## src/rtl/ysyx_25030081_ifu_pkg.sv

```systemverilog
// rtl/ysyx_25030081_ifu_pkg.sv - shared IFU constants and state encoding
// Contents:
//   ifu_state_t       3-bit fetch FSM state encoding
//   RESP_OKAY         read response code for a successful fetch
//   DEFAULT_RESET_PC  first fetch address after reset
//   EBREAK_INST       ebreak encoding, also used by the core for halt detection
package ysyx_25030081_ifu_pkg;

  typedef enum logic [2:0] {
    ST_IDLE = 3'd0,
    ST_AR   = 3'd1,
    ST_R    = 3'd2,
    ST_HOLD = 3'd3,
    ST_ERR  = 3'd4
  } ifu_state_t;

  localparam logic [1:0]  RESP_OKAY        = 2'b00;
  localparam logic [31:0] DEFAULT_RESET_PC = 32'h8000_0000;
  localparam logic [31:0] EBREAK_INST      = 32'h0010_0073;

endpackage

```

## src/rtl/ysyx_25030081_ifu.sv

```systemverilog
// rtl/ysyx_25030081_ifu.sv - instruction fetch unit, one outstanding read, no prefetch
// Ports:
//   clk, rst                      clock, asynchronous active-low reset
//   inst, pc, inst_valid          fetched word and its address towards the core
//   inst_ready, next_pc           core acceptance and next fetch address
//   mem_arvalid/araddr/arready    read address channel
//   mem_rvalid/rdata/rresp/rready read data channel
//   fetch_err                     sticky error (bad response or misaligned next_pc)
//   fetch_cnt                     number of instructions accepted by the core
module ysyx_25030081_ifu
  import ysyx_25030081_ifu_pkg::*;
#(
  parameter int                    ADDR_WIDTH = 32,
  parameter int                    DATA_WIDTH = 32,
  parameter logic [ADDR_WIDTH-1:0] RESET_PC   = DEFAULT_RESET_PC
) (
  input  logic                  clk,
  input  logic                  rst,
  output logic [DATA_WIDTH-1:0] inst,
  output logic [ADDR_WIDTH-1:0] pc,
  output logic                  inst_valid,
  input  logic                  inst_ready,
  input  logic [ADDR_WIDTH-1:0] next_pc,
  output logic                  mem_arvalid,
  output logic [ADDR_WIDTH-1:0] mem_araddr,
  input  logic                  mem_arready,
  input  logic                  mem_rvalid,
  input  logic [DATA_WIDTH-1:0] mem_rdata,
  input  logic [1:0]            mem_rresp,
  output logic                  mem_rready,
  output logic                  fetch_err,
  output logic [31:0]           fetch_cnt
);

  ifu_state_t            state;
  logic [ADDR_WIDTH-1:0] fetch_addr;

  // The address register only changes on accept, so it is stable for the
  // whole AR phase without a separate output register.
  assign mem_araddr = fetch_addr;

  // All handshake outputs are registered and set on the transition into the
  // state that owns them, so they are never asserted outside that state.
  always_ff @(posedge clk or negedge rst) begin
    if (!rst) begin
      state       <= ST_IDLE;
      fetch_addr  <= RESET_PC;
      pc          <= RESET_PC;
      inst        <= '0;
      inst_valid  <= 1'b0;
      mem_arvalid <= 1'b0;
      mem_rready  <= 1'b0;
      fetch_err   <= 1'b0;
      fetch_cnt   <= 32'd0;
    end else begin
      case (state)
        ST_IDLE: begin
          state       <= ST_AR;
          mem_arvalid <= 1'b1;
        end
        ST_AR: begin
          if (mem_arready) begin
            state       <= ST_R;
            mem_arvalid <= 1'b0;
            mem_rready  <= 1'b1;
          end
        end
        ST_R: begin
          if (mem_rvalid) begin
            mem_rready <= 1'b0;
            if (mem_rresp == RESP_OKAY) begin
              state      <= ST_HOLD;
              inst       <= mem_rdata;
              pc         <= fetch_addr;
              inst_valid <= 1'b1;
            end else begin
              state     <= ST_ERR;
              fetch_err <= 1'b1;
            end
          end
        end
        ST_HOLD: begin
          if (inst_ready) begin
            inst_valid <= 1'b0;
            fetch_cnt  <= fetch_cnt + 32'd1;
            if (next_pc[1:0] == 2'b00) begin
              state       <= ST_AR;
              fetch_addr  <= next_pc;
              mem_arvalid <= 1'b1;
            end else begin
              state     <= ST_ERR;
              fetch_err <= 1'b1;
            end
          end
        end
        ST_ERR: begin
          inst_valid  <= 1'b0;
          mem_arvalid <= 1'b0;
          mem_rready  <= 1'b0;
          fetch_err   <= 1'b1;
        end
        default: begin
          // Unreachable encodings park in the terminal error state.
          state       <= ST_ERR;
          inst_valid  <= 1'b0;
          mem_arvalid <= 1'b0;
          mem_rready  <= 1'b0;
          fetch_err   <= 1'b1;
        end
      endcase
    end
  end

endmodule

```

## config.mk

```make
export PLATFORM = sky130hd
export DESIGN_NAME = ysyx_25030081_ifu
export DESIGN_NICKNAME = d
export VERILOG_FILES = /design/src/rtl/ysyx_25030081_ifu_pkg.sv /design/src/rtl/ysyx_25030081_ifu.sv
export SDC_FILE = /design/constraint.sdc
export NUM_CORES = 1
export LEC_CHECK = 0
export ABC_AREA = 1
export CAP_MARGIN = 20
export CELL_PAD_IN_SITES_DETAIL_PLACEMENT = 1
export CELL_PAD_IN_SITES_GLOBAL_PLACEMENT = 1
export CORE_MARGIN = 2
export CORE_UTILIZATION = 33
export CTS_CLUSTER_SIZE = 20
export DETAILED_ROUTE_END_ITERATION = 8
export GPL_ROUTABILITY_DRIVEN = 0
export PLACE_DENSITY = 0.86
export SLEW_MARGIN = 10
export SYNTH_ARGS = -nofsm -noshare
export SYNTH_HDL_FRONTEND = slang
export SYNTH_SLANG_ARGS = --single-unit
```

## constraint.sdc

```tcl
create_clock -name clk -period 1.8 [get_ports clk]
set_input_delay 0.36 -clock clk [delete_from_list [all_inputs] [get_ports clk]]
set_output_delay 0.36 -clock clk [all_outputs]
set_load 0.05 [all_outputs]
```

### Word level (Yosys, flattened, before mapping)

Index checks and enable logic that the tools add are counted.

| word-level totals | value |
|---|---|
| flip-flop bits (word level) | 135 |
| bits of input ports | 71 |
| word-level logic and storage cells | 60 |

| cells by class | value |
|---|---|
| $add $sub $neg | 1 |
| equality and inequality tests | 11 |
| mux-type cells | 22 |
| bitwise logic cells | 4 |
| reductions and logical operators | 13 |

Operator list:

| operator | number |
|---|---|
| $add 32x1->32 const B | 1 |
| $mux 3 | 5 |
| $pmux 3 s5 | 1 |
| $ne 2x2->1 const B | 7 |
| $mux 1 | 12 |
| $reduce_and 4->1 | 3 |
| $pmux 1 s3 | 3 |
| $reduce_and 3->1 | 3 |
| $eq 3x2->1 const B | 2 |
| $reduce_and 5->1 | 1 |
| $logic_not 2->1 | 2 |
| $not 1->1 | 4 |
| $pmux 1 s4 | 1 |
| $reduce_or 2->1 | 2 |
| $eq 3x1->1 const B | 1 |
| $eq 3x3->1 const B | 1 |
| $logic_not 3->1 | 1 |
| $reduce_and 2->1 | 1 |

### Longest topological paths before layout

| depth | value |
|---|---|
| depth in word-level cells | 4 |
| mapped depth | 9 |

### Worst setup path after synthesis

Ideal clock, no wire load.

| path | value |
|---|---|
| path type | register to register |
| start point | register fetch_cnt[1] |
| end point | register fetch_cnt[14] |
| setup time | 0.142 ns |
| data arrival time | 1.699 ns |
| required time | 1.658 ns |
| setup slack | -0.041 ns |
| cell stages (with the launch flop) | 8 |
| period minus slack after synthesis | 1.841 ns |
| cell sequence | dfrtp_1 ha_1 nand2_1 nor2_1 nand3b_1 nor2_1 nand2_1 xnor2_1 |

| between the ends | value |
|---|---|
| longest elaborated chain between the ends | 1 |

RTL lines:

| element | line | source |
|---|---|---|
| start: declaration | ysyx_25030081_ifu.sv:32 | `output logic [31:0] fetch_cnt` |
| start signal: assignment | ysyx_25030081_ifu.sv:85 | `fetch_cnt <= fetch_cnt + 32'd1;` |
| $add 32x1->32 | ysyx_25030081_ifu.sv:85 |  |

No other way between the ends.
A chain may end at the register's enable or synchronous reset.

### Final worst setup path

| path | value |
|---|---|
| start point | register fetch_cnt[0] |
| end point | register fetch_cnt[16] |

Same word-level chain as after synthesis.

==> summary.txt <==
Finish
  • Layout cells sized above 1: 23.2%
  • Antenna cells: 0
  • Non-Filler Instances: 1135
  • FILL cells: 2019
  • P&R area growth vs syn: 46.5%
  • Post-route design area: 8520 um2
  • Layout Nets: a little under 1000

Yosys
  • Register area share after synthesis: 58.1%
  • Cell Area, Synth: 5820 um2
  • Mapped Cells: between 600 and 700
  • Syn. warnings: 0
  • Syn Nets: 744
  • Top cell type's share of synthesized area: between 50% and 60%
  • Area leader, netlist: dfrtp_1
  • Cell variety after synth: 29
  • Leading post-synthesis cells by cell area: dfrtp_1 (57%), nand2_1 (14%), o21ai_0 (4.8%), nand3_1 (4.7%), inv_1 (4.7%)
  • Syn avg cell area: about 8.7 um2
  • Synth Register Bits: 135

Clock network
  • TritonCTS clock tree: built
  • Clock Pin Slew Worst Setup and Hold Paths: 0.06 ns
  • Clock buffer depth: 2
  • Post-CTS Setup Bufs: 0
  • Skew-Pair Late Insertion Delay: 0.43 ns
  • CTS sink cnt: 135
  • H-tree Lvls: 4
  • Root Buffer: clkbuf_16
  • Num CTS Buffers: 17

Detailed routing
  • Via count: 5348
  • DR iter-0 viols: 204
  • TritonRoute pass-1 iters: 4
  • Total Routed Length: roughly 18000 um
  • # DRC: 0
  • Routed Antenna Nets: 0
  • Met3 Wirelength: 1440 um
  • WL/cell: 16.0 um
  • Top Layer Used: met4
  • Routed met1 length: 7290 um
  • Vias per cell: ~4.7
  • Routed wl met2: 9150 um

Critical path
  • Reg2Reg Launch Point: fetch_cnt[0]$_DFFE_PN0P_
  • Reg2reg setup slack: 0.19 ns
  • Worst Path Arrival: between 1.5 and 2 ns
  • Worst R2R Path Depth: 8
  • CP Capture Type: flip-flop
  • Critical Path Start: fetch_cnt[0]$_DFFE_PN0P_
  • Critical path class: flip-flop to flip-flop
  • Crit Path Max Fanout: 4
  • RR Endpoint: fetch_cnt[16]$_DFFE_PN0P_
  • CP Data Required Time: 2.14 ns
  • Critical Path Source Type: flip-flop

Global routing
  • Congestion Overflow GR: 0
  • Global-route usage over all layers: about 20%
  • Initial antenna violation count: 0
  • Via count of the first global-routing pass: ~5700
  • Pin count of the biggest net entering global routing: 57
  • Global-route wire length before repair: 29500 um

STA
  • RSZ-0062 raised after global routing: no
  • Hold Vio Cnt, Final: 0
  • Period minus WS final: about 1.6 ns
  • Max Slew Vio Count: 0
  • Setup WS post-layout: 0.192 ns
  • Setup violators final: 0
  • Worst-Margin Slew: 0.398 ns
  • Slew headroom: 73.3%
  • Setup TNS: 0 ns
  • Final period utilization: 89.3%
  • Fmax: approximately 0.62 GHz
  • Final Skew: 0.0108 ns

Placed design
  • Detailed Place HPWL: roughly 13000 um
  • Dpl ws: -0.135 ns
  • Cells after DPL: 1102
  • Number of I/O port buffers: 202
  • Dpl cell area: just under 8000 um2

Pwr
  • Power Dens Cells: 1410 nW/um2
  • Worst vdd ir: 0.821 mV
  • Leak: 4.35 nW
  • Total chip power: 0.0120 W

Die
  • CORE AREA: 17200 um2
  • IO Pins: 203
  • Initial Util: between 30 and 40%
  • Site Rows: 48
  • DIE WIDTH: 137 um
  • DIE HEIGHT: 137 um
  • Die area: 18700 um2

Outcome
  • Status: complete, no violations

Min path
  • Worst hold path class: input port to async pin

Flow run
  • Maxcap violations: 0
[worst max-delay path by stage]
stage,cells past startpoint,slack (ns),end
after global placement,6,-0.04,fetch_cnt[18]$_DFFE_PN0P_
after global routing,9,0.03,fetch_cnt[24]$_DFFE_PN0P_
after detailed placement,6,-0.13,fetch_cnt[11]$_DFFE_PN0P_
after floorplan,6,0.10,fetch_cnt[13]$_DFFE_PN0P_
after CTS,8,0.10,fetch_cnt[16]$_DFFE_PN0P_
final,8,0.19,fetch_cnt[16]$_DFFE_PN0P_
[layer usage]
metal	up-vias	track usage, %
li1	2562	-
met1	2616	23.8
met2	150	34.7
met3	20	8.30
met4	0	5.90
met5	-	0
[cells in the final DEF, fill, tap and decap left out, types with 7 or more instances in the layout]
cell             count
nand2_1            221
o21ai_0             56
buf_12               7
buf_4              152
nand3_1             55
clkbuf_16           17
xor2_1               9
nor3_1               8
inv_1               73
nor2_1              45
inv_6                7
clkdlybuf4s50_1     69
xnor2_1             11
dfrtp_1            131
nand4_1             10
[synth_stat cells]
| library cell | n |
|---|---|
| a21oi_1 | 1 |
| nand2_1 | 221 |
| buf_6 | 5 |
| buf_2 | 12 |
| nor2_1 | 47 |
| dfrtp_1 | 133 |
| inv_1 | 73 |
| o31ai_1 | 1 |
| o21ai_2 | 6 |
| nor3_4 | 1 |
| o21bai_1 | 1 |
| nand2_2 | 2 |
| clkbuf_1 | 7 |
| dfstp_2 | 2 |
| nand3_1 | 55 |
| clkinv_2 | 1 |
| nand3b_1 | 2 |
| nor3b_1 | 1 |
| nand4_2 | 1 |
| o21ai_1 | 1 |
| nor2_2 | 1 |
| nand4_1 | 10 |
| nor3_1 | 8 |
| and3_1 | 1 |
| o21ai_0 | 56 |
| xor2_1 | 9 |
| inv_2 | 2 |
| xnor2_1 | 11 |
| ha_1 | 1 |
[layout make-up]
class                   count  area (um2)  area share, %
clock buffers              18         429           5.04
clock inverters            14         138           1.62
inverters                  76         287           3.36
multi-input cells         437        2010           23.6
flip-flops and latches    135        3380           39.7
well taps                 225         282           3.30
repair buffers            230        1990           23.4
[sequential cells by signal, summed over array words and instances, names as in the netlist]
name / count
mem_araddr: 32
fetch_cnt: 32
pc: 32
state: 3
mem_arvalid: 1
mem_rready: 1
inst_valid: 1
inst: 32
fetch_err: 1
[worst max-delay path, stage by stage, from the launching register on]
cell and delay, ns:
dfrtp_2 0.39, ha_1 0.18, nand2_1 0.07, nor2_2 0.15, nand2_1 0.13, nor2_1 0.14, nand2_1 0.13, nor2_1 0.17
xor2_1 0.16
[power breakdown]
group / leakage (nW) / internal (W) / switching, W / total, W
combinational: 2.43 / 0.00129 / 0.00323 / 0.00451
clock: 0.261 / 0.00193 / 0.00145 / 0.00338
sequential: 1.66 / 0.00370 / 0.000422 / 0.00412
[cell families after synthesis]
group / share of synthesized area, %
buf+inv: 7.38
xor+xnor: 3.01
flops: 58.1
fa+ha+maj: 0.215
compound gates: 6.15
simple gates: 25.1
[per-stage QoR]
stage	utilization (%)	hold WS, ns
after floorplan	-	0.0644
after global placement	46.1	0.217
after detailed placement	46.1	0.221
after CTS	49.4	0.341
after global routing	49.4	0.368
final	49.4	0.363
[repair_timing]
action | CTS | global route
setup endpoints to repair | 0 | 5
endpoints found under the hold margin | 17 | 0
gates resized for setup | 0 | 2
hold buffers | 1 | 0
No activity file was read; power rests on OpenSTA's default activity.
